## config.mk

```make
export PLATFORM = sky130hd
export DESIGN_NAME = clk_div_prog
export DESIGN_NICKNAME = d
export VERILOG_FILES = /design/src/rtl/clk_div_prog.sv
export SDC_FILE = /design/constraint.sdc
export NUM_CORES = 1
export LEC_CHECK = 0
export ABC_CLOCK_PERIOD_IN_PS = 5200
export BUFFER_PORTS_ARGS = -buffer_cell sky130_fd_sc_hd__buf_2
export CORE_ASPECT_RATIO = 0.5
export CORE_MARGIN = 5
export CORE_UTILIZATION = 50
export CTS_BUF_LIST = sky130_fd_sc_hd__clkbuf_4 sky130_fd_sc_hd__clkbuf_8 sky130_fd_sc_hd__clkbuf_16
export CTS_CLUSTER_DIAMETER = 200
export CTS_CLUSTER_SIZE = 25
export DETAILED_ROUTE_END_ITERATION = 8
export HOLD_SLACK_MARGIN = 0.08
export PLACE_DENSITY_LB_ADDON = 0.15
export REMOVE_ABC_BUFFERS = 1
export SETUP_SLACK_MARGIN = 0.3
export SYNTH_ARGS = -nofsm -noshare
export SYNTH_HDL_FRONTEND = slang
export SYNTH_SLANG_ARGS = --single-unit
export TNS_END_PERCENT = 1
```

## constraint.sdc

```tcl
create_clock -name clk_i -period 5.2 [get_ports clk_i]
set_input_delay 0.52 -clock clk_i [delete_from_list [all_inputs] [get_ports clk_i]]
set_output_delay 0.52 -clock clk_i [all_outputs]
set_load 0.05 [all_outputs]
```

## src/rtl/clk_div_prog.sv

```systemverilog
// Programmable integer clock divider with a 50% duty output for any divisor N >= 2.
// Odd divisors get their half-cycle resolution from a falling-edge copy of the phase flop.
// Also provides a source-domain tick at the start of each output period.
//
// state | meaning
// ------+-----------------------------------------------------------
// IDLE  | output parked low, pending divisor applied at once
// RUN   | counting periods, divisor changes only at period boundary
module clk_div_prog #(
    parameter int DIV_W    = 8,
    parameter int DIV_INIT = 5
) (
    input  logic             clk_i,
    input  logic             rst_n,
    input  logic             en_i,
    input  logic             load_i,
    input  logic [DIV_W-1:0] div_i,
    output logic             clk_o,
    output logic             tick_o,
    output logic             pend_o,
    output logic             err_o
);

    typedef enum logic {
        IDLE = 1'b0,
        RUN  = 1'b1
    } state_t;

    localparam logic [DIV_W-1:0] DIV_RST = DIV_W'(DIV_INIT);
    localparam logic [DIV_W-1:0] ONE     = DIV_W'(1);
    localparam logic [DIV_W-1:0] TWO     = DIV_W'(2);

    state_t           state_q, state_d;
    logic [DIV_W-1:0] n_q, n_d;
    logic [DIV_W-1:0] p_q, p_d;
    logic             pend_q, pend_d;
    logic [DIV_W-1:0] cnt_q, cnt_d;
    logic             clk_p_q, clk_p_d;
    logic             clk_n_q, clk_n_d;
    logic             tick_q, tick_d;
    logic             err_q, err_d;

    logic             load_ok;
    logic             load_bad;
    logic             pend_eff;
    logic [DIV_W-1:0] p_eff;
    logic [DIV_W-1:0] high_cnt;
    logic [DIV_W-1:0] cnt_inc;
    logic             at_bound;

    // Load qualification and period arithmetic; a load in the boundary cycle bypasses straight in.
    always_comb begin
        load_ok  = load_i && (div_i >= TWO);
        load_bad = load_i && (div_i < TWO);
        pend_eff = pend_q || load_ok;
        p_eff    = load_ok ? div_i : p_q;
        // Shift-then-add keeps the high count inside DIV_W bits even for the largest divisor.
        high_cnt = (n_q >> 1) + {{(DIV_W-1){1'b0}}, n_q[0]};
        cnt_inc  = cnt_q + ONE;
        at_bound = (cnt_q == (n_q - ONE));
    end

    // Next-state, counter, phase and divisor update.
    always_comb begin
        state_d = state_q;
        n_d     = n_q;
        p_d     = p_eff;
        pend_d  = pend_eff;
        cnt_d   = cnt_q;
        clk_p_d = clk_p_q;
        tick_d  = 1'b0;
        err_d   = load_bad;

        case (state_q)
            IDLE: begin
                cnt_d   = '0;
                clk_p_d = 1'b0;
                if (pend_eff) begin
                    n_d = p_eff;
                end
                pend_d = 1'b0;
                if (en_i) begin
                    state_d = RUN;
                    clk_p_d = 1'b1;
                    tick_d  = 1'b1;
                end
            end
            RUN: begin
                if (at_bound) begin
                    cnt_d = '0;
                    if (!en_i) begin
                        // Stop only here so the final period is never truncated.
                        state_d = IDLE;
                        clk_p_d = 1'b0;
                    end else begin
                        // First cycle of a period is always high since H >= 1.
                        clk_p_d = 1'b1;
                        tick_d  = 1'b1;
                        if (pend_eff) begin
                            n_d    = p_eff;
                            pend_d = 1'b0;
                        end
                    end
                end else begin
                    cnt_d   = cnt_inc;
                    clk_p_d = (cnt_inc < high_cnt);
                end
            end
            default: begin
                state_d = IDLE;
                clk_p_d = 1'b0;
            end
        endcase
    end

    // Rising-edge registers with synchronous active-low reset.
    always_ff @(posedge clk_i) begin
        if (!rst_n) begin
            state_q <= IDLE;
            n_q     <= DIV_RST;
            p_q     <= DIV_RST;
            pend_q  <= 1'b0;
            cnt_q   <= '0;
            clk_p_q <= 1'b0;
            tick_q  <= 1'b0;
            err_q   <= 1'b0;
        end else begin
            state_q <= state_d;
            n_q     <= n_d;
            p_q     <= p_d;
            pend_q  <= pend_d;
            cnt_q   <= cnt_d;
            clk_p_q <= clk_p_d;
            tick_q  <= tick_d;
            err_q   <= err_d;
        end
    end

    // Half-cycle delayed copy of the phase flop, used to trim odd-divisor high time.
    always_comb begin
        clk_n_d = clk_p_q;
    end

    // Falling-edge flop; reset is sampled on the falling edge as well.
    always_ff @(negedge clk_i) begin
        if (!rst_n) begin
            clk_n_q <= 1'b0;
        end else begin
            clk_n_q <= clk_n_d;
        end
    end

    // Odd N: AND with the delayed copy drops the first half cycle of the high phase.
    always_comb begin
        clk_o = n_q[0] ? (clk_p_q & clk_n_q) : clk_p_q;
    end

    assign tick_o = tick_q;
    assign pend_o = pend_q;
    assign err_o  = err_q;

endmodule

```

; ---- After elaboration in Yosys (flattened, before gate mapping)
; Cells that the tools add are included.
[word_totals]
reg_bits = 30
inputBits = 12
word_cells = 42
output_inout_bits = 4
[op_classes]
add_sub_neg = 3
eq_ne = 3
reduce_logical = 4
bitwise = 2
muxes = 18
order_cmp = 3
[op_table]
columns = op, n
row1 = 8-bit 2-to-1 mux, 5
row2 = 8-bit one-hot mux with 2 select lines, 2
row3 = 7-bit by 1-bit adder with 8-bit output, 1
row4 = 8-bit by 1-bit adder with 8-bit output (second input constant), 1
row5 = 8-bit equality test, 1
row6 = 8-bit by 2-bit greater-or-equal comparator with 1-bit output (second input constant), 1
row7 = 8-bit by 2-bit less-than comparator with 1-bit output (second input constant), 1
row8 = 8-bit less-than comparator, 1
row9 = 1-bit one-hot mux with 2 select lines, 4
row10 = 8-bit by 1-bit subtractor with 8-bit output (second input constant), 1
row11 = 1-bit 2-to-1 mux, 7
row12 = 1-bit logical AND, 2
row13 = 2-bit by 1-bit != test with 1-bit output (second input constant), 1
row14 = 2-bit != test (second input constant), 1
row15 = 2-bit AND reduction, 1
row16 = 1-bit AND, 1
row17 = 1-bit logical OR, 1
row18 = 1-bit inverter, 1

; ---- Depth between registers and ports, before layout
[depth]
ltp_word = 7
depth_mapped = 10
mapped_depth_nobuf = 10

==> metrics.md <==
| Metric | Value |
|---|---|
| Final Hold Viols | `0` |
| Gate power share | `0.134` |
| Synth async-reset ratio | `0` |
| RSZ-0062 raised after global routing | `no` |
| Number of H-tree levels | `2` |
| Total die area | `4710 um^2` |
| Synthesized instance count | `182` |
| P_int | `487 uW` |
| Worst Path Arrival | `3.58 ns` |
| CP endpoint kind | `primary output` |
| Status | `completed` |
| Initial antenna violation count | `0` |
| Final worst slack | `1.10 ns` |
| Root Buffer | `clkbuf_8` |
| Synth Area per Inst | `9.28 um^2` |
| WHS | `0.479 ns` |
| Chip Height | `51.1 um` |
| Global-route wire length before repair | `5680 um` |
| Worst Max-Slew Pin Slew | `0.689 ns` |
| Fill cells | `279` |
| Post-CTS Setup Inserts | `0` |
| Post-synth top area share | `0.356` |
| WL/cell | `13.6 um` |
| Buffers added on ports | `15` |
| Synth area leaders | `dfxtp_1 36%, xnor2_1 8.3%, ha_1 8.1%` |
| CP Launch Type | `register` |
| Maximum VDD drop | `203 uV` |
| Clock-pin slew on the worst setup and hold paths | `0.07 ns` |
| Clk buf depth | `2` |
| Total gr overflow | `0` |
| Layout cells sized above 1 | `0.170` |
| Core area | `3120 um^2` |
| Final setup violation count | `0` |
| Top cell type by total area after synthesis | `dfxtp_1` |
| Max Cap Violations | `0` |
| TNS Setup | `0 ns` |
| P_sw | `153 uW` |
| Register area share after synthesis | `0.356` |
| CTS Hold Bufs | `0` |
| GRT Overall Usage | `0.154` |
| Initial DRC count | `67` |
| Worst Skew | `0.0573 ns` |
| GP Congestion | `0.787` |
| Routed Antenna Nets | `0` |
| EDFF count, synth | `0` |
| Core Rows | `14` |
| Syn Std Cell Area | `1690 um^2` |
| Sink Count | `30` |
| Hold Crit Class | `primary input to register` |
| Largest net degree at the start of global routing | `23` |
| Max Slew Vio Count | `0` |
| Clock power share | `0.468` |
| CTS tree | `built` |
| PD cells | `333 nW/um^2` |
| Placed cell count | `232` |
| Crit path required time | `4.68 ns` |
| CP Class | `register to primary output` |
| Initial Utilization | `0.542` |
| Final WL | `3260 um` |
| CTS buffer count | `5` |
| Leakage power | `0.000838 uW` |
| Via density | `5.28` |
| First-pass detailed-route iteration total | `4` |
| DRC Markers | `0` |
| Final Net Count | `222` |
| Yosys reg bits | `30` |
| Most frequent cells after synthesis | `30 x dfxtp_1, 22 x nand2_1, 16 x xnor2_1` |
| Post-CTS sizing | `0` |
| Worst-Skew Late Latency | `0.34 ns` |
| DP HPWL | `2370 um` |
| Flop pwr share | `0.398` |
| Library cells used by synthesis | `33` |
| Area growth syn-to-layout | `13.7%` |
| Vias | `1268` |
| Net Sw Frac | `0.239` |
| CP max FO | `1` |
| Setup WS pre-CTS | `1.44 ns` |
| Slew headroom | `0.540` |
| Top Ports | `16` |
| Die width | `92.2 um` |
| Synthesis Warnings | `0` |
| Number of global-route vias before repair | `1257` |
| # diodes | `0` |
| Top-count cell post-synth | `dfxtp_1` |
| Fin cells | `240` |
| Top FF cell, synth | `dfxtp_1` |
| Pwr Total | `640 uW` |
-- stage by stage --
step | area (um^2) | util
2_1_floorplan | 1650 | -
3_3_place_gp | 1780 | 0.570
3_5_place_dp | 1780 | 0.570
4_1_cts | 1920 | 0.616
5_1_grt | 1920 | 0.616
6_report | 1920 | 0.616
-- kinds of logic (layout without fill, tap and decap cells) --
family,after synthesis,in the layout,share of synthesized area
xor gates and xnor gates,22,22,0.114
AOI/OAI and AO/OA,22,22,0.101
adders and majority gates,11,11,0.0815
buffers and inverters,12,30,0.0370
muxes,10,10,0.0830
and+or+nand+nor,75,75,0.227
DFF,30,30,0.356
-- critical path, stage by stage, from the launching register on --
cell and delay (ns):
dfxtp_1 0.30, o21a_1 0.10, buf_2 0.25
-- worst paths after layout --
path         depth (start not counted)  slack, ns            endpoint          startpoint
min reg2reg                          2       0.48   p_q[2]$_SDFF_PN1_   p_q[2]$_SDFF_PN1_
min                                  3       0.48   p_q[0]$_SDFF_PN1_            div_i[0]
max                                  2       1.10               clk_o  clk_n_q$_SDFF_NN0_
max reg2reg                          1       2.11  clk_n_q$_SDFF_NN0_  clk_n_d$_SDFF_PN0_
-- power by group through the flow --
stage	clock network, uW	logic [uW]	registers, uW
after global placement	2.41	83.7	259
after detailed placement	2.41	85.6	259
final	299	86.0	254
after global routing	321	95.5	256
after CTS	306	86.8	254
after floorplan	2.41	60.4	259
-- cell type report --
cell class | instances | area, um^2 | area share
Tap cell | 40 | 50.0 | 0.0261
Multi-Input combinational cell | 140 | 1030 | 0.534
Inverter | 6 | 22.5 | 0.0117
Timing Repair Buffer | 15 | 75.1 | 0.0391
Sequential cell | 30 | 601 | 0.313
Clock inverter | 3 | 63.8 | 0.0332
Clock buffer | 6 | 82.6 | 0.0430
-- flip-flops by register name (all words and copies together), names as in the netlist --
name,count
pend_o,1
clk_n_d,1
p_q,8
state_q,1
tick_o,1
clk_n_q,1
err_o,1
cnt_q,8
n_q,8
-- layer usage --
metal,track usage,vias up,share of wire
met5,0,-,0
met4,0.0443,0,0.0089
met3,0.0513,5,0.041
met2,0.231,17,0.40
met1,0.213,592,0.55
li1,-,654,-
-- layout by cell type (no fill, tap or decap), types with 4 or more instances in the layout --
cell type and count:
dfxtp_1 30, nand2_1 22, xnor2_1 16, buf_2 15, ha_1 11, nor2_1 10, nand3_1 9, a21boi_0 9
and2_1 8, mux2_4 8, inv_1 7, nor2b_1 7, xor2_1 6, clkbuf_8 6, and3_1 4, nor3_1 4
o21ai_0 4
(Power assumes the default switching activity.)
